### config.mk
export PLATFORM = sky130hd
export DESIGN_NAME = fir_tap_accumulator
export DESIGN_NICKNAME = d
export VERILOG_FILES = /design/src/rtl/fir_tap_accumulator.sv
export SDC_FILE = /design/constraint.sdc
export NUM_CORES = 1
export LEC_CHECK = 0
export CORE_UTILIZATION = 51
export CTS_CLUSTER_SIZE = 14
export DETAILED_ROUTE_END_ITERATION = 7
export PLACE_DENSITY_LB_ADDON = 0.1
export RECOVER_POWER = 50
export SYNTH_ARGS = -nofsm -noshare
export SYNTH_HDL_FRONTEND = slang
export SYNTH_SLANG_ARGS = --single-unit
### constraint.sdc
create_clock -name clk -period 3.76 [get_ports clk]
set_input_delay 0.752 -clock clk [delete_from_list [all_inputs] [get_ports clk]]
set_output_delay 0.752 -clock clk [all_outputs]
set_load 0.01 [all_outputs]
### src/rtl/fir_tap_accumulator.sv
// Sums TAPS signed products per output sample, then rounds half-up, shifts and narrows to 16 bits.
// Optional macro SATURATE_EN: clamp the narrowed sample and raise a sticky sat flag.
module fir_tap_accumulator #(
  parameter int unsigned TAPS  = 32,
  parameter int unsigned SHIFT = 16,
  parameter int unsigned ACC_W = 40
) (
  input  logic        clk,
  input  logic        rst,
  input  logic        in_valid,
  input  logic [31:0] prod_in,
  input  logic        sync,
  output logic        out_valid,
  output logic [15:0] data_out,
  output logic [7:0]  tap_idx,
  output logic        sat
);

  localparam int unsigned IDX_W = 8;
  localparam logic [IDX_W-1:0] LAST_TAP = IDX_W'(TAPS - 1);
  localparam logic signed [ACC_W-1:0] HALF = ACC_W'(1) << (SHIFT - 1);

  typedef enum logic {IDLE, ACCUM} state_t;

  state_t                   state, state_nx;
  logic signed [ACC_W-1:0]  acc, acc_nx;
  logic [IDX_W-1:0]         tap_nx;
  logic                     emit_nx;
  logic [31:0]              prod_m_c;
  logic signed [ACC_W-1:0]  prod_ext_c, sum_c, rnd_c;
  logic [15:0]              sample_c;
  logic                     clamp_c;

  // Upstream marker bit is masked off before the product is accumulated
  assign prod_m_c   = prod_in & 32'hFFFF_FFFE;
  assign prod_ext_c = {{(ACC_W-32){prod_m_c[31]}}, prod_m_c};
  assign sum_c      = acc + prod_ext_c;
  assign rnd_c      = (sum_c + HALF) >>> SHIFT;

`ifdef SATURATE_EN
  logic pos_ovf_c, neg_ovf_c;
  assign pos_ovf_c = !rnd_c[ACC_W-1] && (|rnd_c[ACC_W-2:15]);
  assign neg_ovf_c = rnd_c[ACC_W-1] && !(&rnd_c[ACC_W-2:15]);
  assign clamp_c   = pos_ovf_c | neg_ovf_c;
  assign sample_c  = pos_ovf_c ? 16'h7FFF : (neg_ovf_c ? 16'h8000 : 16'(rnd_c));
`else
  assign clamp_c   = 1'b0;
  assign sample_c  = 16'(rnd_c);
`endif

  // Next-state: sync overrides everything, including a completing final tap
  always_comb begin
    state_nx = state;
    acc_nx   = acc;
    tap_nx   = tap_idx;
    emit_nx  = 1'b0;
    if (sync) begin
      state_nx = IDLE;
      acc_nx   = '0;
      tap_nx   = '0;
      if (in_valid) begin
        state_nx = ACCUM;
        acc_nx   = prod_ext_c;
        tap_nx   = IDX_W'(1);
      end
    end else if (in_valid) begin
      case (state)
        IDLE: begin
          state_nx = ACCUM;
          acc_nx   = prod_ext_c;
          tap_nx   = IDX_W'(1);
        end
        ACCUM: begin
          if (tap_idx == LAST_TAP) begin
            state_nx = IDLE;
            acc_nx   = '0;
            tap_nx   = '0;
            emit_nx  = 1'b1;
          end else begin
            acc_nx = sum_c;
            tap_nx = tap_idx + IDX_W'(1);
          end
        end
        default: begin
          state_nx = IDLE;
          acc_nx   = '0;
          tap_nx   = '0;
        end
      endcase
    end
  end

  always_ff @(posedge clk or posedge rst) begin
    if (rst) begin
      state     <= IDLE;
      acc       <= '0;
      tap_idx   <= '0;
      out_valid <= 1'b0;
      data_out  <= '0;
    end else begin
      state     <= state_nx;
      acc       <= acc_nx;
      tap_idx   <= tap_nx;
      out_valid <= emit_nx;
      if (emit_nx) data_out <= sample_c;
    end
  end

`ifdef SATURATE_EN
  // Sticky until reset
  always_ff @(posedge clk or posedge rst) begin
    if (rst)                     sat <= 1'b0;
    else if (emit_nx && clamp_c) sat <= 1'b1;
  end
`else
  assign sat = clamp_c;
`endif

endmodule

==> results.sh <==
export IMPL_fin_cells=877
export IMPL_cts_tree="built"
export IMPL_status="finished with violations"
export IMPL_first_pass_iters=5
export IMPL_fmax_mhz=257
export IMPL_yosys_area_top_type_share_pct=29.6
export IMPL_final_core_util_pct=77.2
export IMPL_tns_ns=-0.137
export IMPL_dp_cells=842
export IMPL_place_congestion=0.942
export IMPL_cp_startpoint="prod_in[2]"
export IMPL_worst_pin_slew_ns=1.48
export IMPL_antenna_found_initial=0
export IMPL_hold_start="data_out[0]$_DFFE_PP0P_"
export IMPL_critPathLaunchType="primary input"
export IMPL_synth_ff_type="dfrtp_1"
export IMPL_hold_path_class="register to register"
export IMPL_grt_max_degree=58
export IMPL_p_leak_uw=0.00316
export IMPL_violations="negative setup slack"
export IMPL_path_buf_inv=2
export IMPL_setup_viol=1
export IMPL_synthToLayoutAreaGrowth_pct=47.6
export IMPL_syn_area_um2=4810
export IMPL_routed_wl_mm=16.1
export IMPL_crit_slowest_cell="or4_4"
export IMPL_port_buffers=59
export IMPL_p_per_area_nw_per_um2=417
export IMPL_cp_required_ns=4.00
export IMPL_cpPeakStageDelay_ns=0.42
export IMPL_track_usage_pct=33.1
export IMPL_grt_pass1_wl_mm=25.5
export IMPL_die_y_um=99.1
export IMPL_yosysTopAreaCell="dfrtp_1"
export IMPL_synth_edf_count=0
export IMPL_yosys_cell_types_count=77
export IMPL_viasPerCell=6.00
export IMPL_r2r_start="acc[2]$_DFFE_PP0P_"
export IMPL_synthArstFlopShare_pct=100
export IMPL_dpl_hpwl_mm=11.2
export IMPL_synth_area_leaders="dfrtp_1, ha_1, o21ai_0"
export IMPL_place_ws_ns=-0.884
export IMPL_mostFrequentLayoutCells="buf_4, nand2_1, dfrtp_1"
export IMPL_ys_ff_latch=57
export IMPL_n_antenna_cell=0
export IMPL_worstPathCellList="buf_8 > ha_4 > a21o_1 > and4_1 > or2_1 > a21o_1 > a311oi_2 > buf_4 > ha_4 > or2b_1 > mux2_4 > or4_4 > or3b_4 > nor4_4 > xnor2_1 > o21ai_1"
export IMPL_routedWlPerCell_um=18.3
export IMPL_insertion_delay_ns=0.36
export IMPL_cts_max_path_buffers=2
export IMPL_skew_ns=0.00895
export IMPL_finalWorstSetupSlack_ns=-0.137
export IMPL_rsz0062_at_grt="true"
export IMPL_via_count=5260
export IMPL_mostFrequentLayoutCell="buf_4"
export IMPL_cts_buffers=9
export IMPL_dieArea_um2=9830
export IMPL_row_count=35
export IMPL_crit_family="simple AND/OR/NAND/NOR gates"
export IMPL_yosysSeqAreaShare_pct=29.6
export IMPL_fin_nets=830
export IMPL_post_route_period_util_pct=104
export IMPL_root_buffer="clkbuf_8"
export IMPL_synthCells=578
export IMPL_clock_sinks=57
export IMPL_io_pins=62
export IMPL_syn_nets=647
export IMPL_finalMaxSlewViolations=0
export IMPL_overflow=0
export IMPL_grt_pass1_vias=5151
export IMPL_hold_viol_final=0
export IMPL_path_clk_slew_ns=0.07
export IMPL_drive_gt1_share_pct=33.0
export IMPL_dr_first_iter_drc_count=300
export IMPL_die_x_um=99.1
export IMPL_drc=0
export IMPL_drv_cap=0
export IMPL_cp_end_kind="register"
export IMPL_slew_headroom_pct=1.40
export IMPL_htreeDepth=3
export IMPL_criticalPathCategory="primary input to register"
export IMPL_cp_max_fo=3
export IMPL_syn_mean_instance_area_um2=8.32
export IMPL_synth_warnings=0
export IMPL_arrival_ns=4.14
export IMPL_holdWs_ns=0.466
export IMPL_start_util_pct=52.3
export IMPL_design_core_area_um2=9200
export IMPL_post_route_min_period_ns=3.90
export IMPL_detail_route_antenna_nets=0
export IMPL_vdd_drop_max_mv=0.245
[flip-flops by register name, summed over array words and instances (netlist names)]
| name | count |
|---|---|
| acc | 31 |
| data_out | 16 |
| tap_idx | 8 |
| out_valid | 1 |
| state | 1 |
[routing by layer]
layer  vias up  GRT usage [%]  part of all wire, %
met2       223           56.5                   48
met5         -              0                    0
met1      2506           42.2                   42
met3        54           4.85                  6.7
met4         0           13.9                  3.4
li1       2477              -                    -
[layout make-up]
cell class,count,area (µm²)
Tap cell,111,139
Clock inverter,4,73.8
Clock buffer,12,155
Timing Repair Buffer,203,1640
Inverter,11,41.3
Sequential cell,57,1430
Fill cell,643,2090
Multi-Input combinational cell,479,3620
[worst register-to-register path: stages (launching register included)]
cell	delay (ns)
dfrtp_1	0.41
ha_4	0.22
a21o_1	0.19
and4_1	0.17
or2_1	0.24
a21o_1	0.19
a311oi_2	0.27
buf_4	0.17
ha_4	0.13
or2b_1	0.22
mux2_4	0.27
or4_4	0.42
or3b_4	0.42
nor4_4	0.16
xnor2_1	0.15
o21ai_1	0.07
[where the power goes]
part | switching (µW) | leakage, µW | internal, µW | total, µW
Clock | 292 | 0.000117 | 411 | 703
Combinational | 780 | 0.00229 | 774 | 1550
Sequential | 45.7 | 0.000752 | 660 | 706
[cells by family after synthesis]
family | share of synthesized area (%)
fa+ha+maj | 8.74
other cells | 0.0779
flops | 29.6
xor+xnor | 6.89
buf+inv | 3.88
simple gates | 23.4
compound gates | 25.8
mux | 1.56
[stage by stage]
stage	total power, µW	area [µm²]
finish	2960	7100
CTS	2840	6930
global route	3120	7100
detailed placement	2010	6370
global placement	1990	6370
floorplan	1450	4850
[Yosys cell counts, types with 11 or more instances]
master and number:
nand2_1 71, o21ai_0 58, dfrtp_1 57, nor2_1 42, a21oi_1 36, ha_1 32
a22oi_1 23, clkbuf_1 21, xnor2_1 20, nand3_1 19, xor2_1 16, nand3b_1 14
a21o_1 11, inv_1 11
[repair_timing]
| action | 4_1_cts | 5_1_grt |
|---|---|---|
| gates resized for setup | 67 | 46 |
| setup buffers | 14 | 8 |
| pin swaps | 23 | 36 |
| setup endpoints to repair | 11 | 16 |
| hold buffers | 0 | 0 |
[worst paths after layout]
kind / to / cells past startpoint / slack [ns]
worst max-delay path: data_out[15]$_DFFE_PP0P_ / 16 / -0.14
worst min-delay path: data_out[0]$_DFFE_PP0P_ / 2 / 0.47
worst max register to register: data_out[15]$_DFFE_PP0P_ / 15 / -0.05
worst min register to register: data_out[0]$_DFFE_PP0P_ / 2 / 0.47
max in group asynchronous: acc[21]$_DFFE_PP0P_ / 3 / 1.53
min in group asynchronous: tap_idx[6]$_DFFE_PP0P_ / 3 / 1.34
Note: power is estimated with default switching activity, not from simulation.
